### config.mk
export PLATFORM = sky130hd
export DESIGN_NAME = alu_result_buffer_flat
export DESIGN_NICKNAME = d
export VERILOG_FILES = /design/src/rtl/alu_result_buffer_if.sv /design/src/rtl/alu_result_buffer.sv /design/src/flat_wrapper.sv
export SDC_FILE = /design/constraint.sdc
export NUM_CORES = 1
export LEC_CHECK = 0
export BUFFER_PORTS_ARGS = -buffer_cell sky130_fd_sc_hd__buf_4
export CORE_MARGIN = 3
export CORE_UTILIZATION = 40
export CTS_CLUSTER_SIZE = 25
export DETAILED_ROUTE_END_ITERATION = 7
export PLACE_DENSITY = 0.63
export SLEW_MARGIN = 30
export SYNTH_ARGS = -nofsm -noshare
export SYNTH_HDL_FRONTEND = slang
export SYNTH_SLANG_ARGS = --single-unit
### constraint.sdc
create_clock -name clk -period 2.24 [get_ports clk]
set_input_delay 0.224 -clock clk [delete_from_list [all_inputs] [get_ports clk]]
set_output_delay 0.224 -clock clk [all_outputs]
set_load 0.005 [all_outputs]
### src/rtl/alu_result_buffer_if.sv
// Result stream bundle between the ALU, the result buffer and its consumer.
// alu_out is taken whenever alu_valid is high (no backpressure); res_data moves only when res_valid && res_ready.
interface alu_result_buffer_if #(
    parameter int WIDTH = 6
);
    logic [WIDTH:0] alu_out;
    logic           alu_valid;
    logic [WIDTH:0] res_data;
    logic           res_valid;
    logic           res_ready;

    modport master (
        output alu_out, alu_valid, res_ready,
        input  res_data, res_valid
    );

    modport slave (
        input  alu_out, alu_valid, res_ready,
        output res_data, res_valid
    );
endinterface

### src/rtl/alu_result_buffer.sv
// FWFT result buffer behind the ALU: captures every ALU result, replays it under valid/ready,
// and counts results lost while full.
module alu_result_buffer #(
    parameter int WIDTH    = 6,
    parameter int DEPTH    = 8,
    parameter int AF_LEVEL = 6,
    parameter int CNT_W    = 8
) (
    input  logic                     clk,
    input  logic                     rst,
    alu_result_buffer_if.slave       bus,
    output logic [$clog2(DEPTH):0]   count,
    output logic                     almost_full,
    output logic [CNT_W-1:0]         drop_cnt,
    output logic                     overflow,
    input  logic                     ovf_clr
);
    localparam int AW = $clog2(DEPTH);
    localparam int CW = AW + 1;

    logic [WIDTH:0]  mem [DEPTH];
    logic [AW-1:0]   wr_ptr;
    logic [AW-1:0]   rd_ptr;
    logic            pop;
    logic            push;
    logic            drop;

    assign bus.res_valid = (count != '0);
    assign bus.res_data  = (count != '0) ? mem[rd_ptr] : '0;
    assign almost_full   = (count >= CW'(AF_LEVEL));

    // A full buffer that is popping in the same cycle still has room for the new result.
    assign pop  = bus.res_valid && bus.res_ready;
    assign push = bus.alu_valid && ((count < CW'(DEPTH)) || pop);
    assign drop = bus.alu_valid && !push;

    always_ff @(posedge clk) begin
        if (push) begin
            mem[wr_ptr] <= bus.alu_out;
        end
    end

    always_ff @(posedge clk) begin
        if (rst) begin
            wr_ptr <= '0;
            rd_ptr <= '0;
            count  <= '0;
        end else begin
            if (push) begin
                wr_ptr <= wr_ptr + 1'b1;
            end
            if (pop) begin
                rd_ptr <= rd_ptr + 1'b1;
            end
            count <= count + CW'(push) - CW'(pop);
        end
    end

    // A drop in the clearing cycle is the first event of the new window.
    always_ff @(posedge clk) begin
        if (rst) begin
            drop_cnt <= '0;
            overflow <= 1'b0;
        end else if (drop) begin
            overflow <= 1'b1;
            if (ovf_clr) begin
                drop_cnt <= CNT_W'(1);
            end else if (drop_cnt != {CNT_W{1'b1}}) begin
                drop_cnt <= drop_cnt + 1'b1;
            end
        end else if (ovf_clr) begin
            drop_cnt <= '0;
            overflow <= 1'b0;
        end
    end
endmodule

### src/flat_wrapper.sv
// flat-port wrapper written by rule: the top's interface ports become plain ports
module alu_result_buffer_flat 
#(
    parameter int WIDTH    = 6,
    parameter int DEPTH    = 8,
    parameter int AF_LEVEL = 6,
    parameter int CNT_W    = 8
)
  (clk, rst, count, almost_full, drop_cnt, overflow, ovf_clr, bus_alu_out, bus_alu_valid, bus_res_ready, bus_res_data, bus_res_valid);
  alu_result_buffer_if #(.WIDTH(WIDTH)) bus_i ();
  input  logic clk;
  input  logic rst;
  output logic [$clog2(DEPTH):0] count;
  output logic almost_full;
  output logic [CNT_W-1:0] drop_cnt;
  output logic overflow;
  input  logic ovf_clr;
  input wire logic [$bits(bus_i.alu_out)-1:0] bus_alu_out;
  input wire logic [$bits(bus_i.alu_valid)-1:0] bus_alu_valid;
  input wire logic [$bits(bus_i.res_ready)-1:0] bus_res_ready;
  output wire logic [$bits(bus_i.res_data)-1:0] bus_res_data;
  output wire logic [$bits(bus_i.res_valid)-1:0] bus_res_valid;
  assign bus_i.alu_out = bus_alu_out;
  assign bus_i.alu_valid = bus_alu_valid;
  assign bus_i.res_ready = bus_res_ready;
  assign bus_res_data = bus_i.res_data;
  assign bus_res_valid = bus_i.res_valid;
  alu_result_buffer #(.WIDTH(WIDTH), .DEPTH(DEPTH), .AF_LEVEL(AF_LEVEL), .CNT_W(CNT_W)) u_core (.clk(clk), .rst(rst), .bus(bus_i), .count(count), .almost_full(almost_full), .drop_cnt(drop_cnt), .overflow(overflow), .ovf_clr(ovf_clr));
endmodule
Word-level counts from Yosys, hierarchy flattened
Memories as Yosys holds them, arrays and structs flattened. A register that Yosys moved wholly into a read port is not among the register bits.
Index checks and enable logic that the tools add are counted.
W data, S select, Z words.
{ "totals": {"ff_bits": 19, "ramBits": 56, "inputBits": 12, "wordCells": 34, "mem_count": 1} }
{ "op_classes": {"n_addsub": 5, "magnitude_cmp": 2, "eq_ne": 1, "n_mux": 11, "n_reduce_logical": 9} }
{ "mem_list": {"columns": ["memory", "depth", "width", "read_ports", "rd_ports_with_merged_regs", "wr", "line_no", "source"], "rows": [
  ["u_core.mem", 8, 7, 1, 1, 1, "alu_result_buffer.sv:21", "logic [WIDTH:0] mem [DEPTH];"]
]} }
{ "op_table": {"columns": ["cell", "count"], "rows": [
  ["$mux W8", 4],
  ["$add A8 B1 Y8 const B", 1],
  ["$ne A8 B8 Y1 const B", 1],
  ["$mux W7", 1],
  ["$add A3 B1 Y3 const B", 2],
  ["$mux W3", 2],
  ["$add A4 B1 Y4", 1],
  ["$ge A4 B3 Y1 const B", 1],
  ["$lt A4 B4 Y1 const B", 1],
  ["$mux W1", 4],
  ["$reduce_bool A2 Y1", 2],
  ["$reduce_bool A4 Y1", 1],
  ["$sub A4 B1 Y4", 1],
  ["$logic_and A1 B1 Y1", 3],
  ["$reduce_and A2 Y1", 1],
  ["$logic_not A1 Y1", 1],
  ["$logic_or A1 B1 Y1", 1]
]} }

Logic depth before layout (Yosys ltp)
Gate-level depths: netlist of run 1.
{ "depth": {"word_depth": 8, "depth_mapped": 14, "ltp_nobuf": 13} }

Least setup slack after synthesis of run 1
No wires, ideal clock.
{ "synth_path": {"kind": "register to register", "startpoint": "register u_core.count[3]", "endpoint": "register u_core.count[2]", "setup_time_ns": 0.128, "arrival_time_ns": 2.335, "path_slack_ns": -0.222, "stages_incl_launch_ff": 15, "n_path_buf": 1, "synth_period_minus_slack_ns": 2.462, "path_cell_list": "dfxtp_1 > inv_1 > ha_1 > and3_1 > clkbuf_1 > inv_1 > nand2_1 > inv_1 > ha_1 > inv_1 > ha_1 > inv_1 > fa_1 > xor2_1 > nor2_1"} }
{ "synth_via": {"elab_chain_len": 6, "word_cells_on_any_way": 7, "cone_classes": "add/sub: 2; order compare: 1; reduce/logical: 4"} }
{ "synth_lines": {"columns": ["item", "line_no", "source"], "rows": [
  ["start: declaration", "alu_result_buffer.sv:12", "output logic [$clog2(DEPTH):0] count,"],
  ["start signal: assignment", "alu_result_buffer.sv:55", "count <= count + CW'(push) - CW'(pop);"],
  ["$reduce_bool A4 Y1 *", "alu_result_buffer.sv:28", "assign bus.res_valid = (count != '0);"],
  ["via bus_res_valid", "flat_wrapper.sv:22", "output wire logic [$bits(bus_i.res_valid)-1:0] bus_res_valid;"],
  ["$logic_and A1 B1 Y1 *", "alu_result_buffer.sv:33", "assign pop = bus.res_valid && bus.res_ready;"],
  ["via u_core.pop", "alu_result_buffer.sv:24", "logic pop;"],
  ["$logic_or A1 B1 Y1", "alu_result_buffer.sv:34", "assign push = bus.alu_valid && ((count < CW'(DEPTH)) || pop);"],
  ["$logic_and A1 B1 Y1", "alu_result_buffer.sv:34", null],
  ["$add A4 B1 Y4", "alu_result_buffer.sv:55", null],
  ["$sub A4 B1 Y4 *", "alu_result_buffer.sv:55", null]
]} }
The timed path passes the listed nets; every way through them passes the cells marked *.
A chain may end at the register's enable or synchronous reset.

Worst setup path in the final report of run 1
{ "layout_path": {"startpoint": "register u_core.count[2]", "endpoint": "register u_core.count[2]"} }
{ "layout_via": {"elab_chain_len": 6, "word_cells_on_any_way": 7, "cone_classes": "add/sub: 2; order compare: 1; reduce/logical: 4"} }
{ "layout_lines": {"columns": ["item", "line_no"], "rows": [
  ["$reduce_bool A4 Y1 *", "alu_result_buffer.sv:28"],
  ["$logic_and A1 B1 Y1 *", "alu_result_buffer.sv:33"],
  ["via u_core.pop", "alu_result_buffer.sv:24"],
  ["$logic_or A1 B1 Y1", "alu_result_buffer.sv:34"],
  ["$logic_and A1 B1 Y1", "alu_result_buffer.sv:34"],
  ["$add A4 B1 Y4", "alu_result_buffer.sv:55"],
  ["$sub A4 B1 Y4 *", "alu_result_buffer.sv:55"]
]} }
Marks and branches as above.

==> results of run 1 <==
## power breakdown
part           internal, mW  switching [mW]  total (mW)
Combinational         0.647           0.577        1.22
Clock                 0.522           0.511        1.03
Sequential             1.67          0.0571        1.73
Total                  2.84            1.15        3.98
## state kept, by name, indices dropped and copies added, names as in the netlist, named ones only
name	cells
u_core.drop_cnt	8
u_core.overflow	1
u_core.mem	56
u_core.wr_ptr	3
u_core.rd_ptr	3
u_core.count	4
## area by class of cell
cell class / instances / share of cell area, %
Sequential cell: 78 / 53.8
Inverter: 14 / 1.33
Multi-Input combinational cell: 123 / 27.4
Timing Repair Buffer: 48 / 9.13
Tap cell: 102 / 3.23
Clock buffer: 10 / 3.23
Clock inverter: 6 / 1.84
## cell usage in the layout, fill, tap and decap left out, types with 5 or more instances in the layout
master,Yosys,layout
edfxtp_1,56,56
buf_4,0,48
nor2_1,21,21
dfxtp_1,22,20
mux4_2,14,14
inv_1,14,13
a21oi_1,10,9
ha_1,10,9
clkbuf_8,0,9
mux2i_1,8,8
nand3_1,6,6
nand2_1,7,6
nor3_1,5,5
## how the worst min path moves through the flow
stage / start / endpoint / slack [ns] / depth (start not counted)
final: ovf_clr / u_core.drop_cnt[4]$_SDFFE_PP0P_ / 0.09 / 2
after CTS: ovf_clr / u_core.drop_cnt[4]$_SDFFE_PP0P_ / 0.07 / 2
after global placement: ovf_clr / u_core.drop_cnt[4]$_SDFFE_PP0P_ / 0.44 / 2
after global routing: ovf_clr / u_core.drop_cnt[4]$_SDFFE_PP0P_ / 0.09 / 2
after detailed placement: ovf_clr / u_core.drop_cnt[4]$_SDFFE_PP0P_ / 0.45 / 2
after floorplan: rst / u_core.overflow$_SDFFE_PP0P_ / 0.29 / 1
## per-stage QoR
step           power, mW  hold slack, ns
5_1_grt             4.23          0.0893
3_3_place_gp        2.97           0.436
2_1_floorplan       2.54           0.293
6_report            3.98          0.0895
3_5_place_dp        2.99           0.453
4_1_cts             4.02          0.0708
## cells by family after synthesis
logic type      Yosys count
compound gates           24
mux                      22
buf+inv                  22
fa+ha+maj                11
flops                    78
simple gates             61
xor+xnor                  5
## routing by layer
layer  wire [um]  global-route usage [%]
met2        2910                    21.3
met4         123                    7.36
met5           0                       0
met1        2660                    17.7
met3         314                    3.33
## worst max-delay path: stages, from the launching register on
cell and delay [ns]:
dfxtp_2 0.34, inv_1 0.08, ha_2 0.18, and3_4 0.18, inv_2 0.05, nand2_2 0.08, inv_1 0.05, ha_1 0.26
inv_1 0.05, ha_1 0.14, inv_1 0.05, fa_1 0.37, xor2_1 0.14, nor2_1 0.05
==> summary.md, run 1 <==
| Metric | Value |
|---|---|
| Status | complete, no violations |
| Sequential fraction of the synthesis area | 64.6% |
| Post-DR vias/cell | 5.00 |
| Largest area contributor in the netlist | edfxtp_1 |
| Yosys reg bits | 78 |
| Antenna Nets Post-Route | 0 |
| Post-synth top area share | 51.2% |
| Placed Instance Area | 3740 um^2 |
| Most used flip-flop cell after synthesis | edfxtp_1 |
| Post-Synth Simple-Gate Area | 10.0% |
| DR iter-0 viols | 114 |
| Mapped cell area | 3280 um^2 |
| GRT Util Overall | 13.7% |
| Total power per unit cell area | 1010 nW/um^2 |
| CP startpoint | u_core.count[2]$_SDFF_PP0_ |
| Post-CTS setup buffer count | 0 |
| Port buffer count | 33 |
| Vias in the first global route | 1798 |
| RSZ-0062 raised after global routing | true |
| Cells on worst reg2reg path | 13 |
| Largest family of logic cells by synthesized area | multiplexers |
| First-pass GRT wire length | 9160 um |
| Slew Viols, Final | 0 |
| CTS tree | done |
| Clk buf depth | 2 |
| Area of the multi-input gates | 1080 um^2 |
| Final setup viols | 0 |
| Fin nets | 297 |
| Filler-free cell count of the finished design | 381 |
| Place WS | 0.0859 ns |
| Crit path required time | 2.47 ns |
| Design Area, Final | 3950 um^2 |
| Worst R2R End | u_core.count[2]$_SDFF_PP0_ |
| Final hold vios | 0 |
| Num ports | 34 |
| Post-synth EDFFs | 56 |
| Hold Path Class | input pin to flop |
| Post-cts sizing count | 0 |
| FF-to-FF Start | u_core.count[2]$_SDFF_PP0_ |
| GR Overflow Total | 0 |
| Worst Setup Start Kind | flop |
| Cell leakage power | 1.40 nW |
| Maximum Capacitance Violations | 0 |
| Placed Instances | 365 |
| Adder-Cell Fraction of Synth Area | 4.42% |
| Final Wtd Congestion | 0.820 |
| DR pass1 iterations | 4 |
| Worst VDD drop | 0.350 mV |
| CTS buffer count | 9 |
| Synth Area in Compound Gates | 4.73% |
| Synth Area in XOR/XNOR | 1.33% |
| Post-synthesis mux area share | 12.0% |
| H-tree depth | 3 |
| Core Region | 7850 um^2 |
| Initial Util | 41.8% |
| Residual DRC count | 0 |
| Synth area leaders | edfxtp_1 (51%), dfxtp_1 (13%), mux4_2 (9.6%), ha_1 (3.8%), mux2i_1 (2.4%) |
| Period utilization | 94.8% |
| Area growth from synthesis to layout | 20.2% |
| Die X | 96.6 um |
| Via Count | 1906 |
| Reg-to-reg slack, setup | 0.12 ns |
| Critical path destination | u_core.count[2]$_SDFF_PP0_ |
| Synth Net Count | 246 |
| # rows | 32 |
| Die ar. | 9330 um^2 |
| Synth cell types | 38 |
| Initial antenna violation count | 0 |
| Largest net degree at the start of global routing | 16 |
| HPWL Detailed | 4010 um |
| Relative slew slack | 66.2% |
| Ys async rst share | 0% |
| Post-synthesis average cell area | 14.7 um^2 |
| Most instantiated library cell after synthesis | edfxtp_1 |
| Worst Slack Setup Final | 0.117 ns |
| FMAX | 471 MHz |
| Final design utilization | 50.3% |
| Worst slew pin tran | 0.506 ns |
| # clock sinks | 78 |
| Fill cells | 704 |
| Die Ht | 96.6 um |
| Worst-path fanout max | 4 |
| Share of layout cells above drive strength 1 | 31.5% |
| Synth top cells by count | edfxtp_1 (56), dfxtp_1 (22), nor2_1 (21) |
| Antenna diodes | 0 |
| Worst-path clk slew | 0.08 ns |
| CP arrival | 2.36 ns |
| Routed WL | 6010 um |
| FF+latch area | 2120 um^2 |
| Worst-Skew Late Latency | 0.35 ns |
| Clk root buf | clkbuf_8 |
| Synthesized instance count | 223 |
| Final min period | 2.12 ns |
| Clock Skew | 0.00966 ns |
| Worst Setup Path Type | flop to flop |
| Synth warnings | 0 |
| Critical Path End Type | flop |
| Post-cts hold buffer count | 0 |
| Routed len/inst | 15.8 um |
| Setup TNS | 0 ns |
No activity file was read; power rests on OpenSTA's default activity.
==> run 2, diff against run 1 <==
==> constraint.sdc (replaced) <==
create_clock -name clk -period 2.24 [get_ports clk]
set_input_delay 0.448 -clock clk [delete_from_list [all_inputs] [get_ports clk]]
set_output_delay 0.448 -clock clk [all_outputs]
set_load 0.005 [all_outputs]
==> run 2 against run 1 <==
Against the previous run:
- hold slack improved by 0.21 ns
- maximum frequency decreased by 3.0%
- clock power rose by 12%
- worst setup slack worse by 0.067 ns
- global-route usage is 0.47 points higher
- sequential share of layout area decreased by 0.80 points
- combinational power is 5% higher
- final cell count increased by 0.26%
- power rose by 4.7%
- sequential power is essentially flat
- first-iteration DRC count shrank 44%
- via count is 1.8% higher
- largest cell class unchanged
- largest power group unchanged
- highest routed layer unchanged
==> summary.md, run 2 (synthesis gave the netlist of run 1 again) <==
| Metric | Value |
|---|---|
| Area growth from synthesis to layout | 22.3% |
| Worst Setup Start Kind | flop |
| Most frequent cells in the layout | edfxtp_1 (56), buf_4 (47), nor2_1 (21) |
| Slew Viols, Final | 0 |
| Num ports | 34 |
| Worst-Skew Late Latency | 0.35 ns |
| # rows | 32 |
| First-pass GRT wire length | 9500 um |
| RSZ-0062 raised after global routing | true |
| Relative slew slack | 66.7% |
| Vias in the first global route | 1864 |
| Min Hold Slack | 0.296 ns |
| Fill cells | 706 |
| Worst Setup Path Type | flop to output port |
| HPWL Detailed | 3990 um |
| Clk buf depth | 2 |
| Cell leakage power | 1.42 nW |
| Design Area, Final | 4010 um^2 |
| Final min period | 2.19 ns |
| Die Ht | 96.6 um |
| Placed Instance Area | 3740 um^2 |
| Antenna Nets Post-Route | 0 |
| Residual DRC count | 0 |
| Registers with the most flip-flops | u_core.mem x56, u_core.drop_cnt x8, u_core.count x4 |
| Critical Path End Type | output port |
| Final Wtd Congestion | 0.823 |
| Largest reg by FF count | u_core.mem |
| FMAX | 457 MHz |
| Maximum Capacitance Violations | 0 |
| Clock Skew | 0.00653 ns |
| Crit path required time | 1.79 ns |
| Met3 WL | 288 um |
| Final hold vios | 0 |
| Initial Util | 41.8% |
| DR top layer | met4 |
| H-tree depth | 3 |
| CTS buffer count | 9 |
| Fin nets | 298 |
| Die ar. | 9330 um^2 |
| Worst-path fanout max | 7 |
| # clock sinks | 78 |
| Clk root buf | clkbuf_8 |
| Worst-path clk slew | 0.08 ns |
| Routed WL | 6070 um |
| Final Power | 4.17 mW |
| DR pass1 iterations | 4 |
| Initial antenna violation count | 0 |
| Wire length on met1 | 2590 um |
| Total power per unit cell area | 1040 nW/um^2 |
| CP arrival | 1.74 ns |
| Worst slew pin tran | 0.499 ns |
| Die X | 96.6 um |
| Routed len/inst | 15.9 um |
| CTS tree | done |
| Commonest non-fill, non-tap cell in the layout | edfxtp_1 |
| Met2 wire length | 3070 um |
| GR Overflow Total | 0 |
| Share of layout cells above drive strength 1 | 33.2% |
| Hold Path Class | input pin to flop |
| GRT Util Overall | 14.2% |
| Final setup viols | 0 |
| Via Count | 1941 |
| Largest net degree at the start of global routing | 16 |
| DR iter-0 viols | 64 |
| Worst VDD drop | 0.333 mV |
| Post-DR vias/cell | 5.08 |
| Port buffer count | 33 |
| Period utilization | 97.8% |
| Antenna diodes | 0 |
| Status | complete, no violations |
| Max FFs per register | 56 |
| Core Region | 7850 um^2 |
## run 2: changes by cell type in the layout (fill, tap and decap cells not counted), sizes merged
cell      before  now
clkinvlp       1    2
inv           14   16
clkinv         4    1
bufinv         1    2
## run 2: repair_timing
item	4_1_cts	5_1_grt
buffers inserted	0	1
hold endpoints to repair	0	0
resized for setup	1	6
pin swaps	0	2
hold buffers	0	0
endpoints found under the setup margin	1	6
gates cloned	0	1
## run 2: power by group
part           switching, mW  internal, mW  total, mW
Sequential            0.0644          1.68       1.74
Clock                  0.517         0.631       1.15
Combinational          0.576         0.708       1.28
## run 2: per-stage QoR
stage	instances	utilization (%)	TNS, ns	worst slack [ns]
5_1_grt	382	51.1	-0.0190	-0.0146
4_1_cts	380	50.5	0	0.00978
3_5_place_dp	364	47.7	0	0.0506
3_3_place_gp	364	47.7	0	0.107
2_1_floorplan	223	-	0	0.00472
6_report	382	51.1	0	0.0500
## run 2: critical path, cell delays in order (launching register included)
cell,delay (ns)
dfxtp_4,0.38
buf_12,0.13
mux4_2,0.52
mux2i_2,0.18
nor2_1,0.06
buf_4,0.13
## run 2: final cells by class
| class | count | area [um^2] | area share, % |
|---|---|---|---|
| Clock buffer | 9 | 124 | 3.09 |
| Clock inverter | 7 | 96.3 | 2.40 |
| Inverter | 14 | 52.6 | 1.31 |
| Multi-Input combinational cell | 123 | 1090 | 27.1 |
| Sequential cell | 78 | 2130 | 53.0 |
| Tap cell | 102 | 128 | 3.18 |
| Timing Repair Buffer | 49 | 398 | 9.91 |
## run 2: layer usage
| metal | global-route usage, % | up-vias |
|---|---|---|
| met4 | 7.36 | 0 |
| met1 | 17.6 | 947 |
| li1 | - | 946 |
| met3 | 4.11 | 13 |
| met2 | 22.5 | 35 |
| met5 | 0 | - |
## run 2: final timing paths
| kind | slack [ns] | depth (start not counted) | start | end |
|---|---|---|---|---|
| hold reg to reg | 0.48 | 2 | u_core.overflow$_SDFFE_PP0P_ | u_core.overflow$_SDFFE_PP0P_ |
| setup reg to reg | 0.11 | 12 | u_core.count[2]$_SDFF_PP0_ | u_core.count[1]$_SDFF_PP0_ |
| hold / removal | 0.30 | 2 | ovf_clr | u_core.drop_cnt[4]$_SDFFE_PP0P_ |
| setup / recovery | 0.05 | 5 | flop | bus_res_data[1] |
==> run 3, diff against run 2 <==
--- a/config.mk
+++ b/config.mk
@@ -7,10 +7,10 @@
 export LEC_CHECK = 0
 export BUFFER_PORTS_ARGS = -buffer_cell sky130_fd_sc_hd__buf_4
 export CORE_MARGIN = 3
-export CORE_UTILIZATION = 40
+export CORE_UTILIZATION = 25
 export CTS_CLUSTER_SIZE = 25
 export DETAILED_ROUTE_END_ITERATION = 7
-export PLACE_DENSITY = 0.63
+export PLACE_DENSITY = 0.45
 export SLEW_MARGIN = 30
 export SYNTH_ARGS = -nofsm -noshare
 export SYNTH_HDL_FRONTEND = slang
==> run 3 against run 2 <==
Against the previous run:
- core utilization down 18 points
- worst setup slack better by 0.048 ns
- clock skew about the same
- global-route usage down 4.6 points
- wire length up 7.4%
- first-iteration DRC count up 78%
- sequential share of layout area down 2.2 points
- sequential cell count unchanged
- combinational power about the same
- critical path type unchanged
- critical endpoint is now bus_res_data[2]
- largest cell class unchanged
- highest routed layer unchanged
==> summary.md, run 3 (synthesis gave the netlist of run 1 again) <==
| Metric | Value |
|---|---|
| Total power per unit cell area | 1090 nW/um^2 |
| Worst-path fanout max | 7 |
| Clk buf depth | 2 |
| Critical Path End Type | output port |
| Worst slew pin tran | 0.499 ns |
| CTS buffer count | 9 |
| Initial antenna violation count | 0 |
| Vias in the first global route | 1933 |
| Filler-free cell count of the finished design | 450 |
| CP arrival | 1.69 ns |
| Combinational share of power | 28.4% |
| Port buffer count | 33 |
| Num ports | 34 |
| DR iter-0 viols | 114 |
| CTS tree | done |
| Initial Util | 25.8% |
| Final setup viols | 0 |
| Most frequent cells in the layout | edfxtp_1 (56), buf_4 (46), nor2_1 (21) |
| Routed len/inst | 14.5 um |
| Worst Slack Setup Final | 0.0984 ns |
| Crit path required time | 1.79 ns |
| # clock sinks | 78 |
| Largest reg by FF count | u_core.mem |
| GRT Util Overall | 9.61% |
| HPWL Detailed | 4290 um |
| Status | complete, no violations |
| # rows | 41 |
| Final min period | 2.14 ns |
| Crit-path cells | clkbuf_16 -> mux4_2 -> mux2i_1 -> nor2_1 -> buf_4 |
| Clock power frac | 33.1% |
| Max stage delay on crit path | 0.49 ns |
| Clk root buf | clkbuf_16 |
| Post-DR vias/cell | 4.32 |
| Area growth from synthesis to layout | 27.4% |
| Design Area, Final | 4180 um^2 |
| FMAX | 467 MHz |
| Min Hold Slack | 0.325 ns |
| Switch Pwr | 1.20 mW |
| P_int | 3.35 mW |
| Relative slew slack | 66.7% |
| First-pass GRT wire length | 10600 um |
| Worst-path clk slew | 0.06 ns |
| Maximum Capacitance Violations | 0 |
| Commonest non-fill, non-tap cell in the layout | edfxtp_1 |
| Period utilization | 95.6% |
| Largest net degree at the start of global routing | 16 |
| Worst Setup Path Type | flop to output port |
| Post-cts hold buffer count | 0 |
| Share of layout cells above drive strength 1 | 32.7% |
| Placed Instance Area | 3830 um^2 |
| Antenna Nets Post-Route | 0 |
| Max FFs per register | 56 |
| Residual DRC count | 0 |
| Die Ht | 121 um |
| Register share of total power | 38.4% |
| Worst VDD drop | 0.632 mV |
| Antenna diodes | 0 |
| Hold Path Class | input pin to flop |
| Routed WL | 6520 um |
| Slowest CP cell | mux4_2 |
| Fin nets | 297 |
| Placed Instances | 434 |
| Slew Viols, Final | 0 |
| Final Power | 4.55 mW |
| Die ar. | 14500 um^2 |
| Worst Setup Start Kind | flop |
| DR pass1 iterations | 4 |
| Cell leakage power | 1.46 nW |
| Sw Share | 26.5% |
| Post-cts sizing count | 0 |
| Reg-to-reg slack, setup | 0.13 ns |
| Place WS | 0.0699 ns |
| Registers with the most flip-flops | u_core.mem x56, u_core.drop_cnt x8, u_core.count x4 |
| Final hold vios | 0 |
| H-tree depth | 3 |
| Via Count | 1945 |
| Worst-Skew Late Latency | 0.33 ns |
| Final Wtd Congestion | 0.776 |
| Core Region | 12700 um^2 |
| GR Overflow Total | 0 |
| RSZ-0062 raised after global routing | true |
| Die X | 121 um |
| Clock Skew | 0.00632 ns |
| Post-CTS setup buffer count | 0 |
[run 3: final timing paths]
kind | startpoint | endpoint | cells after the start
worst max-delay path | flop | bus_res_data[2] | 5
worst min-delay path | ovf_clr | u_core.drop_cnt[4]$_SDFFE_PP0P_ | 2
worst max register to register | u_core.count[3]$_SDFF_PP0_ | u_core.count[1]$_SDFF_PP0_ | 12
worst min register to register | u_core.overflow$_SDFFE_PP0P_ | u_core.overflow$_SDFFE_PP0P_ | 2
[run 3: critical path, delay by kind of cell (launching register included)]
family / cells / cell delay [ns]
buf+inv: 2 / 0.30
flops: 1 / 0.38
mux: 2 / 0.62
simple gates: 1 / 0.07
[run 3: final cells by class]
type | instances | area, um^2
flip-flops and latches | 78 | 2130
well taps | 172 | 215
inverters | 14 | 52.6
clock buffers | 9 | 225
multi-input cells | 123 | 1080
repair buffers | 48 | 390
fillers | 1275 | 8540
clock inverters | 6 | 87.6
[run 3: layer usage]
layer	wire length [um]	GRT usage (%)	vias to the layer above
li1	-	-	949
met1	3210	13.2	937
met2	2880	14.2	51
met3	360	3.79	8
met4	74	2.55	0
met5	0	0	-
[run 3: power by group through the flow]
stage	sequential, mW	combinational, mW	clock [mW]
6_report	1.75	1.29	1.51
5_1_grt	1.77	1.46	1.61
2_1_floorplan	1.77	0.771	0
3_3_place_gp	1.76	1.26	0
4_1_cts	1.74	1.27	1.55
3_5_place_dp	1.77	1.26	0
[run 3: per-stage QoR]
stage | util (%) | setup TNS [ns]
finish | 32.9 | 0
floorplan | - | 0
detailed placement | 30.1 | 0
CTS | 32.6 | 0
global placement | 30.1 | 0
global route | 32.9 | -0.00365
